$ cat src/rtl/fft_sdf_ctrl_pkg.sv
// fft_pkg: shared sizes, stage-mode encodings, FSM states and bit-reverse helper for the SDF FFT controller
package fft_pkg;
  localparam int LOG2N = 8;
  localparam int N = 1 << LOG2N;
  localparam int TWW = LOG2N - 1;
  localparam logic [LOG2N-1:0] FMAX = '1;
  localparam logic [LOG2N-1:0] FPEN = FMAX - 1'b1;
  localparam logic [1:0] MODE_FILL = 2'd0;
  localparam logic [1:0] MODE_LOAD = 2'd1;
  localparam logic [1:0] MODE_BF = 2'd2;
  typedef enum logic [1:0] {IDLE, FILL, RUN, DRAIN} state_t;
  function automatic logic [LOG2N-1:0] bit_rev(input logic [LOG2N-1:0] x);
    logic [LOG2N-1:0] r;
    for (int i = 0; i < LOG2N; i++) r[i] = x[LOG2N-1-i];
    return r;
  endfunction
endpackage

$ cat src/rtl/fft_sdf_ctrl_if.sv
// fft_sdf_ctrl_if: handshake and schedule bus between the FFT pipeline (master) and its sequencer (slave)
// master drives in_valid/flush; slave returns zero_ins, adv, stage_mode, tw_idx, out_valid, out_first, out_idx_rev, busy
interface fft_sdf_ctrl_if;
  import fft_pkg::*;
  logic in_valid, flush, zero_ins, adv, out_valid, out_first, busy;
  logic [2*LOG2N-1:0] stage_mode;
  logic [TWW*LOG2N-1:0] tw_idx;
  logic [LOG2N-1:0] out_idx_rev;
  modport master (output in_valid, flush,
                  input zero_ins, adv, stage_mode, tw_idx, out_valid, out_first, out_idx_rev, busy);
  modport slave (input in_valid, flush,
                 output zero_ins, adv, stage_mode, tw_idx, out_valid, out_first, out_idx_rev, busy);
endinterface

$ cat src/rtl/fft_sdf_ctrl_sched.sv
// fft_stage_sched: maps global count g and fill count f to one stage's mode and twiddle index
// g_i/f_i: global and fill counters; mode_o: fill/load/butterfly; tw_o: twiddle ROM index
module fft_stage_sched
  import fft_pkg::*;
#(
  parameter int K = 0
) (
  input  logic [LOG2N-1:0] g_i,
  input  logic [LOG2N-1:0] f_i,
  output logic [1:0]       mode_o,
  output logic [TWW-1:0]   tw_o
);
  localparam int H = N >> (K + 1);
  localparam logic [LOG2N-1:0] HMASK = LOG2N'(H - 1);
  localparam logic [LOG2N-1:0] PRIME = LOG2N'(N - H);
  // upstream delay is a multiple of 2H, so the local count is just the low bits of g
  always_comb begin
    mode_o = (f_i < PRIME) ? MODE_FILL : g_i[LOG2N-1-K] ? MODE_BF : MODE_LOAD;
    tw_o = (mode_o == MODE_BF) ? TWW'((g_i & HMASK) << K) : '0;
  end
endmodule

$ cat src/rtl/fft_sdf_ctrl.sv
// fft_sdf_ctrl: central sequencer for the 256-point radix-2 SDF FFT (stage schedule, output tagging, drain)
// clk/rst_n: clock and async active-low reset; ctl: slave side of fft_sdf_ctrl_if
module fft_sdf_ctrl
  import fft_pkg::*;
(
  input logic clk,
  input logic rst_n,
  fft_sdf_ctrl_if.slave ctl
);
  state_t state_q, state_d;
  logic [LOG2N-1:0] g_q, g_d, f_q, f_d, p_q, p_d, d_q, d_d;
  logic pend_q, pend_d, active, drain, adv, ov, start_drain, abort, last_drain;
  logic [2*LOG2N-1:0] mode;
  logic [TWW*LOG2N-1:0] tw;
  for (genvar k = 0; k < LOG2N; k++) begin : g_st
    fft_stage_sched #(.K(k)) u_sched (
      .g_i    (g_q),
      .f_i    (f_q),
      .mode_o (mode[2*k +: 2]),
      .tw_o   (tw[TWW*k +: TWW])
    );
  end
  always_ff @(posedge clk or negedge rst_n) begin
    if (!rst_n) begin
      state_q <= IDLE;
      g_q <= '0;
      f_q <= '0;
      p_q <= '0;
      d_q <= '0;
      pend_q <= 1'b0;
    end else begin
      state_q <= state_d;
      g_q <= g_d;
      f_q <= f_d;
      p_q <= p_d;
      d_q <= d_d;
      pend_q <= pend_d;
    end
  end
  always_comb begin
    g_d = last_drain ? '0 : adv ? g_q + 1'b1 : g_q;
    f_d = last_drain ? '0 : (adv && f_q != FMAX) ? f_q + 1'b1 : f_q;
    p_d = last_drain ? '0 : ov ? p_q + 1'b1 : p_q;
    d_d = (drain && !ctl.in_valid && !last_drain) ? d_q + 1'b1 : '0;
    // a request seen in IDLE or DRAIN is dropped; a pending one is consumed on drain entry
    pend_d = active & (pend_q | ctl.flush) & ~start_drain;
    case (state_q)
      IDLE:    state_d = ctl.in_valid ? FILL : IDLE;
      FILL:    state_d = start_drain ? DRAIN : (adv && f_q == FPEN) ? RUN : FILL;
      RUN:     state_d = start_drain ? DRAIN : RUN;
      default: state_d = abort ? ((f_d == FMAX) ? RUN : FILL) : last_drain ? IDLE : DRAIN;
    endcase
  end
  always_comb begin
    active = state_q == FILL || state_q == RUN;
    drain = state_q == DRAIN;
    adv = ctl.in_valid | drain;
    ov = adv & (f_q == FMAX);
    start_drain = active & pend_q & ~ctl.in_valid;
    abort = drain & ctl.in_valid;
    last_drain = drain & ~ctl.in_valid & (d_q == FPEN);
    ctl.zero_ins = drain & ~ctl.in_valid;
    ctl.adv = adv;
    ctl.out_valid = ov;
    ctl.out_first = ov & (p_q == '0);
    ctl.out_idx_rev = bit_rev(p_q);
    ctl.busy = state_q != IDLE;
    ctl.stage_mode = mode;
    ctl.tw_idx = tw;
  end
endmodule

$ cat src/flat_wrapper.sv
// flat-port wrapper written by rule: the top's interface ports become plain ports
module fft_sdf_ctrl_flat import fft_pkg::*;
  (clk, rst_n, ctl_in_valid, ctl_flush, ctl_zero_ins, ctl_adv, ctl_stage_mode, ctl_tw_idx, ctl_out_valid, ctl_out_first, ctl_out_idx_rev, ctl_busy);
  fft_sdf_ctrl_if ctl_i ();
  input logic clk;
  input logic rst_n;
  input wire logic [$bits(ctl_i.in_valid)-1:0] ctl_in_valid;
  input wire logic [$bits(ctl_i.flush)-1:0] ctl_flush;
  output wire logic [$bits(ctl_i.zero_ins)-1:0] ctl_zero_ins;
  output wire logic [$bits(ctl_i.adv)-1:0] ctl_adv;
  output wire logic [$bits(ctl_i.stage_mode)-1:0] ctl_stage_mode;
  output wire logic [$bits(ctl_i.tw_idx)-1:0] ctl_tw_idx;
  output wire logic [$bits(ctl_i.out_valid)-1:0] ctl_out_valid;
  output wire logic [$bits(ctl_i.out_first)-1:0] ctl_out_first;
  output wire logic [$bits(ctl_i.out_idx_rev)-1:0] ctl_out_idx_rev;
  output wire logic [$bits(ctl_i.busy)-1:0] ctl_busy;
  assign ctl_i.in_valid = ctl_in_valid;
  assign ctl_i.flush = ctl_flush;
  assign ctl_zero_ins = ctl_i.zero_ins;
  assign ctl_adv = ctl_i.adv;
  assign ctl_stage_mode = ctl_i.stage_mode;
  assign ctl_tw_idx = ctl_i.tw_idx;
  assign ctl_out_valid = ctl_i.out_valid;
  assign ctl_out_first = ctl_i.out_first;
  assign ctl_out_idx_rev = ctl_i.out_idx_rev;
  assign ctl_busy = ctl_i.busy;
  fft_sdf_ctrl u_core (.clk(clk), .rst_n(rst_n), .ctl(ctl_i));
endmodule
$ cat config.mk
export PLATFORM = sky130hd
export DESIGN_NAME = fft_sdf_ctrl_flat
export DESIGN_NICKNAME = d
export VERILOG_FILES = /design/src/rtl/fft_sdf_ctrl_pkg.sv /design/src/rtl/fft_sdf_ctrl_if.sv /design/src/rtl/fft_sdf_ctrl_sched.sv /design/src/rtl/fft_sdf_ctrl.sv /design/src/flat_wrapper.sv
export SDC_FILE = /design/constraint.sdc
export NUM_CORES = 1
export LEC_CHECK = 0
export CORE_MARGIN = 2
export CORE_UTILIZATION = 41
export CTS_BUF_LIST = sky130_fd_sc_hd__clkbuf_4 sky130_fd_sc_hd__clkbuf_8 sky130_fd_sc_hd__clkbuf_16
export DETAILED_ROUTE_END_ITERATION = 7
export PLACE_DENSITY = 0.77
export SLEW_MARGIN = 10
export SYNTH_ARGS = -nofsm -noshare
export SYNTH_HDL_FRONTEND = slang
export SYNTH_SLANG_ARGS = --single-unit
$ cat constraint.sdc
create_clock -name clk -period 1.7 [get_ports clk]
set_input_delay 0.34 -clock clk [delete_from_list [all_inputs] [get_ports clk]]
set_output_delay 0.34 -clock clk [all_outputs]
set_load 0.005 [all_outputs]
# [Word level (Yosys, flattened, before mapping)]
# Index checks and enable logic that the tools add are counted.
[totals] reg_bits=35 inputBits=4 output_inout_bits=85 elab_cells=96
[classes] add_sub_neg=4 order_cmp=8 n_eq_ne=15 mux=38 bitwise=13 n_reduce_logical=12
[ops] op="< comparator 8 bit, second input constant" count=8
[ops] op="two-way mux 8 bit" count=7
[ops] op="two-way mux 7 bit" count=7
[ops] op="two-way mux 2 bit" count=21
[ops] op="adder 8 x 1 -> 8 bit, second input constant" count=4
[ops] op="equality test 8 bit, second input constant" count=4
[ops] op="equality test 2 bit, second input constant" count=9
[ops] op="AND 1 bit" count=9
[ops] op="zero test 8 bit" count=1
[ops] op="!= test 8 bit, second input constant" count=1
[ops] op="case mux 2 bit (3 select lines)" count=1
[ops] op="nonzero test 2 bit" count=3
[ops] op="logical AND 1 bit" count=4
[ops] op="equality test 2 x 1 -> 1 bit, second input constant" count=1
[ops] op="zero test 1 bit" count=2
[ops] op="zero test 2 bit" count=1
[ops] op="two-way mux 1 bit" count=2
[ops] op="inverter 1 bit" count=2
[ops] op="OR 1 bit" count=2
[ops] op="logical OR 1 bit" count=1

# [Depth between registers and ports, before layout]
# Gate-level depths: netlist (run 1).
[logic_depth] word_depth=9 depth_mapped=8 mapped_depth_nobuf=8

# [Cells and area by module]
# Synthesis (run 1) repeated with hierarchy kept, for this count alone.
[hier_totals] cells_unflattened=310 area_unflattened_um2=2670.1
[modules_own_cells] module="fft_sdf_ctrl" n_inst=1 cells_per_inst=206 area_each_um2=2016.9 seq_area_each_um2=875.8
[modules_own_cells] module="fft_stage_sched at u_core.g_st[6].u_sched" n_inst=1 cells_per_inst=14 area_each_um2=97.6 seq_area_each_um2=0.0
[modules_own_cells] module="fft_stage_sched at u_core.g_st[3].u_sched" n_inst=1 cells_per_inst=16 area_each_um2=88.8 seq_area_each_um2=0.0
[modules_own_cells] module="fft_stage_sched at u_core.g_st[5].u_sched" n_inst=1 cells_per_inst=15 area_each_um2=88.8 seq_area_each_um2=0.0
[modules_own_cells] module="fft_stage_sched at u_core.g_st[4].u_sched" n_inst=1 cells_per_inst=16 area_each_um2=87.6 seq_area_each_um2=0.0
[modules_own_cells] module="fft_stage_sched at u_core.g_st[7].u_sched" n_inst=1 cells_per_inst=13 area_each_um2=82.6 seq_area_each_um2=0.0
[modules_own_cells] module="fft_stage_sched at u_core.g_st[1].u_sched" n_inst=1 cells_per_inst=10 area_each_um2=80.1 seq_area_each_um2=0.0
[modules_own_cells] module="fft_stage_sched at u_core.g_st[2].u_sched" n_inst=1 cells_per_inst=11 area_each_um2=70.1 seq_area_each_um2=0.0
[modules_own_cells] module="fft_stage_sched at u_core.g_st[0].u_sched" n_inst=1 cells_per_inst=9 area_each_um2=57.6 seq_area_each_um2=0.0

# [Worst setup path before layout (run 1)]
# No wires, ideal clock.
[synth_path] path_type="register to register" startpoint="register u_core.state_q[0]" endpoint="register u_core.state_q[0]" setup_ns=0.123 arrival_ns=1.699 required_time_ns=1.577 slack_ns=-0.121 stages_incl_launch_ff=9 path_buffers=1 synth_period_minus_slack_ns=1.821 path_cell_list="dfrtp_1 ha_1 nor2_2 buf_6 nor4_4 mux2i_1 nor4_2 nand4bb_1 o2bb2ai_1"
[synth_via] elab_chain_cells=9 word_cells_on_any_way=23 cone_classes="eq/ne (4); mux (9); bitwise (6); reduce/logical (4)"
[synth_rtl] element="from (decl)" line_no="fft_sdf_ctrl.sv:10" source="state_t state_q, state_d;"
[synth_rtl] element="from (signal assigned)" line_no="fft_sdf_ctrl.sv:32" source="state_q <= state_d;"
[synth_rtl] element="equality test 2 bit" line_no="fft_sdf_ctrl.sv:56" source="drain = state_q == DRAIN;"
[synth_rtl] element="OR 1 bit" line_no="fft_sdf_ctrl.sv:57" source="adv = ctl.in_valid | drain;"
[synth_rtl] element="logical AND 1 bit" line_no="fft_sdf_ctrl.sv:42" source="f_d = last_drain ? '0 : (adv && f_q != FMAX) ? f_q + 1'b1 : f_q;"
[synth_rtl] element="two-way mux 8 bit (2 in a row)" line_no="fft_sdf_ctrl.sv:42"
[synth_rtl] element="equality test 8 bit" line_no="fft_sdf_ctrl.sv:51" source="default: state_d = abort ? ((f_d == FMAX) ? RUN : FILL) : last_drain ? IDLE : DRAIN;"
[synth_rtl] element="two-way mux 2 bit (2 in a row)" line_no="fft_sdf_ctrl.sv:51"
[synth_rtl] element="case mux 2 bit (3 select lines) *" line_no="fft_sdf_ctrl.sv:47" source="case (state_q)"
[synth_rtl] element="via u_core.state_d[0]" line_no="fft_sdf_ctrl.sv:10"
# The timed path passes the listed nets; every way through them passes the cells marked *.
# A chain may end at the register's enable or synchronous reset.

# [Worst setup path in the final report (run 1)]
# Ends and elaborated chain as after synthesis.

==> results of run 1 <==
-- flip-flops by register name (all words and copies together) (netlist names) --
name,flops
u_core.state_q,2
u_core.pend_q,1
u_core.d_q,8
u_core.p_q,8
u_core.g_q,8
u_core.f_q,8
-- cells in the mapped netlist, types with 2 or more instances --
library cell,number,share of area
nand2_1,22,0.033
clkbuf_1,12,0.018
xnor2_1,3,0.011
ha_1,10,0.051
a21oi_1,6,0.012
mux2i_1,5,0.020
nand3_1,6,0.012
inv_1,7,0.011
nor3_1,6,0.012
and3_1,28,0.071
a21o_1,2,0.0061
nor2_1,34,0.052
nand4_1,10,0.025
nor4_1,2,0.0051
buf_2,4,0.0081
nor2b_1,6,0.015
buf_4,29,0.088
xor2_1,15,0.053
o21ai_0,6,0.012
dfrtp_1,35,0.35
and4_1,4,0.014
and2_1,14,0.035
or3_1,3,0.0076
-- how the worst min path moves through the flow --
stage                        from  depth (start not counted)           endpoint
floorplan                   rst_n                          0      u_core.d_q[0]
global placement    u_core.d_q[5]                          2      u_core.d_q[5]
detailed placement  u_core.d_q[5]                          2      u_core.d_q[5]
CTS                         rst_n                          2  u_core.state_q[0]
global route                rst_n                          2  u_core.state_q[0]
finish                      rst_n                          2  u_core.state_q[0]
-- area by class of cell --
cell class | instances | area [sq um] | share of cell area
Timing Repair Buffer | 142 | 1200 | 0.306
Tap cell | 75 | 93.8 | 0.0239
Clock inverter | 1 | 7.51 | 0.00191
Sequential cell | 35 | 880 | 0.224
Multi-Input combinational cell | 227 | 1610 | 0.411
Inverter | 8 | 35.0 | 0.00892
Clock buffer | 7 | 96.3 | 0.0245
-- per-stage QoR --
step,utilization,total power [mW],hold slack [ns],TNS (ns)
2_1_floorplan,-,2.16,0.0444,-0.000318
3_3_place_gp,0.582,2.72,0.518,-9.28
3_5_place_dp,0.582,2.78,0.548,-10.39
4_1_cts,0.629,3.74,0.464,-3.20
5_1_grt,0.668,4.17,0.505,-7.12
6_report,0.668,3.93,0.454,-4.68
-- timing repair --
item,4_1_cts,5_1_grt
gates cloned,1,0
buffers inserted,20,11
setup endpoints to repair,56,65
gates resized for setup,209,77
pin swaps,30,26
-- cells by family after synthesis --
family,Yosys count
AOI/OAI and AO/OA,22
xor gates and xnor gates,18
adders and majority gates,10
buffers and inverters,54
DFF,35
muxes,5
other,1
and+or+nand+nor,144
-- power groups by stage --
stage | logic [mW] | registers, mW | clock network, mW
6_report | 1.89 | 1.35 | 0.683
5_1_grt | 2.07 | 1.38 | 0.721
4_1_cts | 1.74 | 1.31 | 0.696
3_5_place_dp | 1.49 | 1.29 | 0
3_3_place_gp | 1.44 | 1.28 | 0
2_1_floorplan | 0.969 | 1.19 | 0
-- worst max-delay path, stage by stage (launching register included) --
cell and delay (ns):
dfrtp_1 0.46, ha_4 0.19, nor2_4 0.05, buf_6 0.13
buf_6 0.11, nor4_4 0.21, mux2i_2 0.13, nor4_2 0.23
nand4bb_1 0.17, o2bb2ai_1 0.15
-- per-layer routing --
metal  share of wire  track usage  vias up
met3           0.080       0.0505       18
met1            0.36        0.233     1180
met2            0.53        0.407      107
met5               0            0        -
met4           0.021       0.0617        0
li1                -            -     1187
==> run_results.csv, run 1 <==
group,metric,value,unit
outcome,status,"finished, violations left",
outcome,failed_checks,"setup timing",
pwr,power_density,999,nW/um^2
synth,synth_area_per_cell,8.57,sq um
sta,rsz0062_at_grt,"yes",
clock_tree,clkSlewWorstSetupHoldPaths,0.08,ns
clock_tree,cts.sink_count,35,
final_layout,postLayoutCellArea,3930,sq um
place,post-place-ws,-0.499,ns
critical_path,reg2reg_depth,9,
critical_path,cp-startpoint,"u_core.state_q[0]",
grt,grt_use_total,0.213,
route,vias_per_cell,5.03,
sta,hold_viol_final,0,
critical_path,reg2reg_from,"u_core.state_q[0]",
pwr,p_switching,1.56,mW
route,drtAntennaViolNets,0,
sta,max_freq,513,MHz
route,drc,0,
synth,yosys_register_bits,35,
route,drt-total-wl,7.44,mm
flow_run,drv_cap,0,
synth,synth_adder_area_share,0.0505,
pwr,p_comb_frac,0.482,
route,first_iter_violations,68,
critical_path,critPathArrivalTime,2.14,ns
pwr,intPower,2.37,mW
final_layout,areaGrowthSynthToFinish,58.7,%
floorplan,die_area,6680,sq um
final_layout,final_nets,433,
floorplan,coreArea,5890,sq um
clock_tree,cts_buffer_depth,2,
place,place_inst,459,
final_layout,fillers,447,
sta,drv_slew,0,
sta,period_share,1.15,
synth,synthFlopType,"dfrtp_1",
final_layout,diodes,0,
clock_tree,clk_latency,0.30,ns
place,io_buffers,60,
critical_path,critPathLaunchType,"flip-flop",
synth,synthXorXnorAreaFrac,0.0637,
critical_path,reg2reg_setup_slack,-0.25,ns
synth,synth_compound_area_frac,0.0556,
clock_tree,cts_tree,"done",
route,vias,2492,
grt,grt_pass1_wl,11.0,mm
place,detailed_place_hpwl,4.73,mm
synth,ys.warnings.count,0,
final_layout,final_common_cell,"buf_4",
pwr,vdd_drop_max,0.630,mV
floorplan,die_w,81.7,um
grt,overflow,0,
clock_tree,cts_buffers,5,
synth,ys_types,43,
clock_tree,cts.htree.levels,2,
sta,setup_ws,-0.248,ns
pwr,netSwitchingFraction,0.397,
grt,grt_pass1_vias,2351,
floorplan,start_util,0.421,
place,placed_cell_area,3430,sq um
floorplan,row_count,28,
sta,min_period,1.95,ns
pwr,p_seq_frac,0.344,
floorplan,die_y,81.7,um
critical_path,cp-endpoint,"u_core.state_q[0]",
synth,syn-instance-count,289,
route,wl_per_cell,15.0,um
synth,seq_area_frac_synth,0.354,
synth,yosys.area_share.simple,0.324,
synth,synth_edf_count,0,
sta,setup_viol,43,
grt,antenna_found_initial,0,
critical_path,critPathKind,"flip-flop to flip-flop",
critical_path,cp_max_fo,3,
synth,synthMuxAreaShare,0.0202,
synth,ys_async_sr_fraction,1.00,
pwr,cellLeakagePower,1.99,nW
final_layout,layout_common_cells,"buf_4, buf_6, dfrtp_1",
critical_path,r2r-end,"u_core.state_q[0]",
pwr,clock_power_share,0.174,
synth,syn_area,2480,sq um
clock_tree,cts_hold_buf,0,
sta,fin_skew,0.0133,ns
final_layout,instances_no_fill,495,
hold_path,min_path_type,"input port to async pin",
synth,synth_top_family_by_area,"simple AND/OR/NAND/NOR gates",
critical_path,worstSetupEndpointType,"flip-flop",
final_layout,layout-drive-gt1-share,0.464,
route,dr.pass1.iters,4,
clock_tree,cts_root_buffer,"clkbuf_8",
floorplan,ios,89,
grt,grt_max_degree,36,
place,gp_congestion,0.840,
critical_path,cp.required,1.89,ns
Power figures use the tool's default switching activity.
==> run 2, diff against run 1 <==
--- a/config.mk
+++ b/config.mk
@@ -9,7 +9,7 @@
 export CORE_UTILIZATION = 41
 export CTS_BUF_LIST = sky130_fd_sc_hd__clkbuf_4 sky130_fd_sc_hd__clkbuf_8 sky130_fd_sc_hd__clkbuf_16
 export DETAILED_ROUTE_END_ITERATION = 7
-export PLACE_DENSITY = 0.77
+export PLACE_DENSITY = 0.76
 export SLEW_MARGIN = 10
 export SYNTH_ARGS = -nofsm -noshare
 export SYNTH_HDL_FRONTEND = slang
==> run_results.csv, run 2 (synthesis results as in run 1) <==
group,metric,value,unit
hold_path,min_path_type,"input port to async pin",
outcome,failed_checks,"setup timing",
final_layout,fillers,425,
critical_path,reg2reg_depth,10,
critical_path,reg2reg_setup_slack,-0.23,ns
sta,period_share,1.19,
pwr,power_density,1030,nW/um^2
final_layout,diodes,0,
sta,drv_slew,0,
outcome,status,"finished, violations left",
pwr,total_power,4.29,mW
critical_path,critPathLaunchType,"flip-flop",
floorplan,ios,89,
critical_path,crit_path_frequent_cell,"buf_6",
route,drt-total-wl,8.16,mm
route,dr.pass1.iters,6,
route,met1_length,2.98,mm
sta,max_freq,494,MHz
floorplan,coreArea,5890,sq um
clock_tree,cts_buffer_depth,2,
grt,grt_use_total,0.222,
critical_path,cp.required,1.36,ns
pwr,vdd_drop_max,0.560,mV
route,vias,2581,
pwr,cellLeakagePower,2.09,nW
flow_run,drv_cap,0,
final_layout,seq_area,877,sq um
route,wl_met3,598,um
route,drtAntennaViolNets,0,
clock_tree,cts_tree,"done",
grt,antenna_found_initial,0,
final_layout,postLayoutCellArea,4150,sq um
critical_path,reg2reg_from,"u_core.f_q[6]",
critical_path,critPathArrivalTime,1.68,ns
final_layout,multi_input_area,1650,sq um
final_layout,final_common_cell,"buf_4",
clock_tree,cts.htree.levels,2,
sta,setup_ws,-0.325,ns
grt,overflow,0,
critical_path,crit_buf_inv,4,
route,wl_per_cell,16.1,um
clock_tree,clk_latency,0.30,ns
sta,hold_viol_final,0,
sta,min_period,2.02,ns
clock_tree,cts_hold_buf,0,
route,highest-signal-layer,"met4",
clock_tree,cts.sink_count,35,
sta,setup_viol,54,
critical_path,path_cells,"buf_6 -> and3_4 -> and4_4 -> buf_6 -> buf_6 -> and3_4 -> buf_6",
critical_path,slowest_delay,0.42,ns
clock_tree,cts_buffers,5,
sta,fin_skew,0.00749,ns
clock_tree,clkSlewWorstSetupHoldPaths,0.08,ns
final_layout,final_nets,445,
critical_path,worstSetupEndpointType,"output pin",
route,vias_per_cell,5.09,
route,first_iter_violations,141,
grt,grt_pass1_vias,2358,
final_layout,areaGrowthSynthToFinish,67.7,%
critical_path,cpMaxStageDelayCell,"dfrtp_1",
route,drc,0,
place,placed_cell_area,3430,sq um
place,io_buffers,60,
floorplan,start_util,0.421,
critical_path,cp_max_fo,4,
clock_tree,cts_root_buffer,"clkbuf_8",
final_layout,layout-drive-gt1-share,0.502,
sta,rsz0062_at_grt,"yes",
critical_path,critPathKind,"flip-flop to output pin",
floorplan,die_y,81.7,um
route,met2WireLength,4.43,mm
place,post-place-ws,-0.480,ns
place,detailed_place_hpwl,4.88,mm
critical_path,r2r-end,"u_core.state_q[1]",
critical_path,cp_top_family,"simple AND/OR/NAND/NOR gates",
floorplan,die_area,6680,sq um
final_layout,layout_common_cells,"buf_4, buf_6, dfrtp_1",
floorplan,die_w,81.7,um
floorplan,row_count,28,
grt,grt_pass1_wl,11.2,mm
place,gp_congestion,0.856,
grt,grt_max_degree,36,
sta,holdWs,0.411,ns
-- run 2: how the worst max path moves through the flow --
stage,startpoint,to,slack [ns],depth (start not counted)
4_1_cts,u_core.f_q[6],ctl_tw_idx[40],-0.28,7
5_1_grt,u_core.f_q[6],ctl_tw_idx[41],-0.39,7
2_1_floorplan,u_core.f_q[1],u_core.state_q[0],-0.0003,7
3_3_place_gp,ctl_in_valid,ctl_out_valid,-0.44,5
6_report,u_core.f_q[6],ctl_tw_idx[40],-0.32,7
3_5_place_dp,ctl_in_valid,u_core.state_q[0],-0.48,9
-- run 2: where the power goes --
part	switching (mW)	leakage (nW)	internal, mW	total [mW]
Clock	0.317	0.0612	0.474	0.791
Combinational	1.04	1.58	1.13	2.17
Sequential	0.300	0.455	1.03	1.33
-- run 2: cell type report --
type / count / area share
tap: 75 / 0.0226
clock inverter: 2 / 0.00844
timing repair buffer: 154 / 0.330
inverter: 8 / 0.00964
clock buffer: 6 / 0.0199
sequential: 35 / 0.211
multi-input combinational: 227 / 0.398
-- run 2: per-layer routing --
layer	global-route usage	vias to the layer above
li1	-	1209
met1	0.251	1240
met2	0.414	113
met3	0.0538	19
met4	0.0617	0
met5	0	-
-- run 2: per-stage QoR --
stage | cells | setup TNS (ns) | util
after floorplan | 316 | -0.000318 | -
after global placement | 458 | -9.09 | 0.583
after detailed placement | 458 | -10.17 | 0.583
after CTS | 496 | -5.46 | 0.647
after global routing | 507 | -11.03 | 0.706
final | 507 | -7.64 | 0.706
-- run 2: what timing repair did --
| action | in CTS | in global routing |
|---|---|---|
| pin swaps | 34 | 16 |
| gates resized for setup | 251 | 72 |
| cloned | 0 | 2 |
| setup endpoints to repair | 58 | 71 |
| setup buffers | 31 | 14 |
==> run 3, diff against run 2 <==
--- a/config.mk
+++ b/config.mk
@@ -5,7 +5,6 @@
 export SDC_FILE = /design/constraint.sdc
 export NUM_CORES = 1
 export LEC_CHECK = 0
-export CORE_MARGIN = 2
 export CORE_UTILIZATION = 41
 export CTS_BUF_LIST = sky130_fd_sc_hd__clkbuf_4 sky130_fd_sc_hd__clkbuf_8 sky130_fd_sc_hd__clkbuf_16
 export DETAILED_ROUTE_END_ITERATION = 7
==> run_results.csv, run 3 (synthesis results as in run 1) <==
group,metric,value,unit
outcome,status,"finished, violations left",
outcome,failed_checks,"setup timing",
grt,grt_use_total,0.232,
pwr,p_seq_frac,0.311,
critical_path,reg2reg_from,"u_core.f_q[7]",
floorplan,die_y,79.7,um
place,placed_cell_area,3500,sq um
place,gp_congestion,0.863,
clock_tree,clk_latency,0.29,ns
floorplan,die_area,6350,sq um
critical_path,cpMaxStageDelayCell,"dfrtp_1",
route,vias,2568,
critical_path,reg2reg_depth,10,
route,dr.pass1.iters,4,
sta,min_period,2.00,ns
floorplan,ios,89,
final_layout,layout_common_cells,"buf_4, buf_6, dfrtp_1",
route,wl_per_cell,15.3,um
clock_tree,cts_buffers,5,
sta,fin_skew,0.00125,ns
grt,antenna_found_initial,0,
final_layout,diodes,0,
place,detailed_place_hpwl,4.62,mm
clock_tree,cts.htree.levels,2,
critical_path,r2r-end,"u_core.p_q[5]",
floorplan,die_w,79.7,um
route,first_iter_violations,88,
final_layout,areaGrowthSynthToFinish,64.6,%
sta,tns,-6.17,ns
clock_tree,cts_buffer_depth,2,
route,vias_per_cell,5.13,
pwr,p_comb_frac,0.477,
route,drtAntennaViolNets,0,
critical_path,crit_buf_inv,3,
final_layout,fillers,419,
final_layout,seq_area,880,sq um
route,drc,0,
sta,setup_viol,45,
clock_tree,cts_hold_buf,0,
place,place_inst,465,
pwr,cellLeakagePower,2.04,nW
pwr,p_switching,1.66,mW
pwr,total_power,4.37,mW
hold_path,min_path_type,"input port to async pin",
final_layout,final_nets,442,
final_layout,postLayoutCellArea,4080,sq um
pwr,intPower,2.72,mW
final_layout,multi_input_area,1670,sq um
critical_path,path_cells,"buf_6 -> nand4_1 -> buf_4 -> nor3_4 -> and3_1 -> buf_2",
pwr,clock_power_share,0.212,
flow_run,drv_cap,0,
sta,max_freq,501,MHz
floorplan,start_util,0.436,
critical_path,worstSetupEndpointType,"output pin",
sta,holdWs,0.457,ns
grt,grt_pass1_wl,11.3,mm
sta,period_share,1.17,
pwr,power_density,1070,nW/um^2
critical_path,critPathKind,"flip-flop to output pin",
sta,setup_ws,-0.297,ns
grt,grt_pass1_vias,2424,
grt,overflow,0,
floorplan,coreArea,5680,sq um
clock_tree,clkSlewWorstSetupHoldPaths,0.07,ns
critical_path,slowest_delay,0.40,ns
clock_tree,cts_tree,"done",
critical_path,cp-startpoint,"u_core.f_q[7]",
critical_path,reg2reg_setup_slack,-0.27,ns
final_layout,layout-drive-gt1-share,0.494,
floorplan,row_count,27,
critical_path,cp.required,1.36,ns
sta,drv_slew,0,
sta,hold_viol_final,0,
critical_path,cp_top_family,"simple AND/OR/NAND/NOR gates",
final_layout,instances_no_fill,501,
final_layout,final_common_cell,"buf_4",
pwr,netSwitchingFraction,0.379,
critical_path,critPathLaunchType,"flip-flop",
critical_path,cp_max_fo,3,
clock_tree,cts_root_buffer,"clkbuf_8",
place,io_buffers,60,
route,drt-total-wl,7.67,mm
clock_tree,cts.sink_count,35,
pwr,vdd_drop_max,0.687,mV
sta,rsz0062_at_grt,"yes",
critical_path,critPathArrivalTime,1.66,ns
grt,grt_max_degree,36,
[run 3: cell count changes in the layout (fill, tap and decap cells not counted), sizes merged]
cell / previous run / this run
clkbuf: 8 / 7
buf: 141 / 139
clkdlybuf4s50: 9 / 10
clkinv: 1 / 0
bufinv: 1 / 2
dlymetal6s2s: 1 / 0
[run 3: area by class of cell]
| class | instances | area share |
|---|---|---|
| Multi-Input combinational cell | 227 | 0.409 |
| Inverter | 8 | 0.00982 |
| Clock buffer | 6 | 0.0187 |
| Clock inverter | 2 | 0.0147 |
| Tap cell | 72 | 0.0221 |
| Sequential cell | 35 | 0.216 |
| Timing Repair Buffer | 151 | 0.310 |
[run 3: worst max path at each step]
| stage | to | slack [ns] | cells after the start |
|---|---|---|---|
| floorplan | u_core.state_q[0] | -0.0003 | 7 |
| global placement | ctl_out_valid | -0.46 | 5 |
| detailed placement | ctl_out_valid | -0.47 | 5 |
| CTS | ctl_out_first | -0.19 | 6 |
| global route | ctl_out_first | -0.36 | 6 |
| finish | ctl_out_first | -0.30 | 6 |
[run 3: what timing repair did]
action                     CTS  global route
setup endpoints to repair   54            64
pin swaps                   23            31
gates resized for setup    248            61
setup buffers               19            15
gates cloned                 1             0
[run 3: per-stage QoR]
step	utilization	setup WS, ns
after detailed placement	0.618	-0.468
after CTS	0.670	-0.192
after floorplan	-	-0.000318
final	0.718	-0.297
after global placement	0.618	-0.457
after global routing	0.718	-0.357
[run 3: power groups by stage]
stage | registers [mW] | clock network [mW] | logic (mW)
final | 1.36 | 0.929 | 2.09
after global routing | 1.40 | 0.972 | 2.26
after CTS | 1.31 | 0.936 | 1.81
after detailed placement | 1.30 | 0 | 1.59
after global placement | 1.29 | 0 | 1.54
after floorplan | 1.19 | 0 | 0.969
[run 3: routing by layer]
| metal | GRT usage | part of all wire | routed length [um] | up-vias |
|---|---|---|---|---|
| met5 | 0 | 0 | 0 | - |
| met4 | 0.0945 | 0.025 | 194 | 0 |
| met3 | 0.0503 | 0.065 | 501 | 18 |
| met2 | 0.416 | 0.52 | 3980 | 99 |
| met1 | 0.263 | 0.39 | 2990 | 1246 |
| li1 | - | - | - | 1205 |
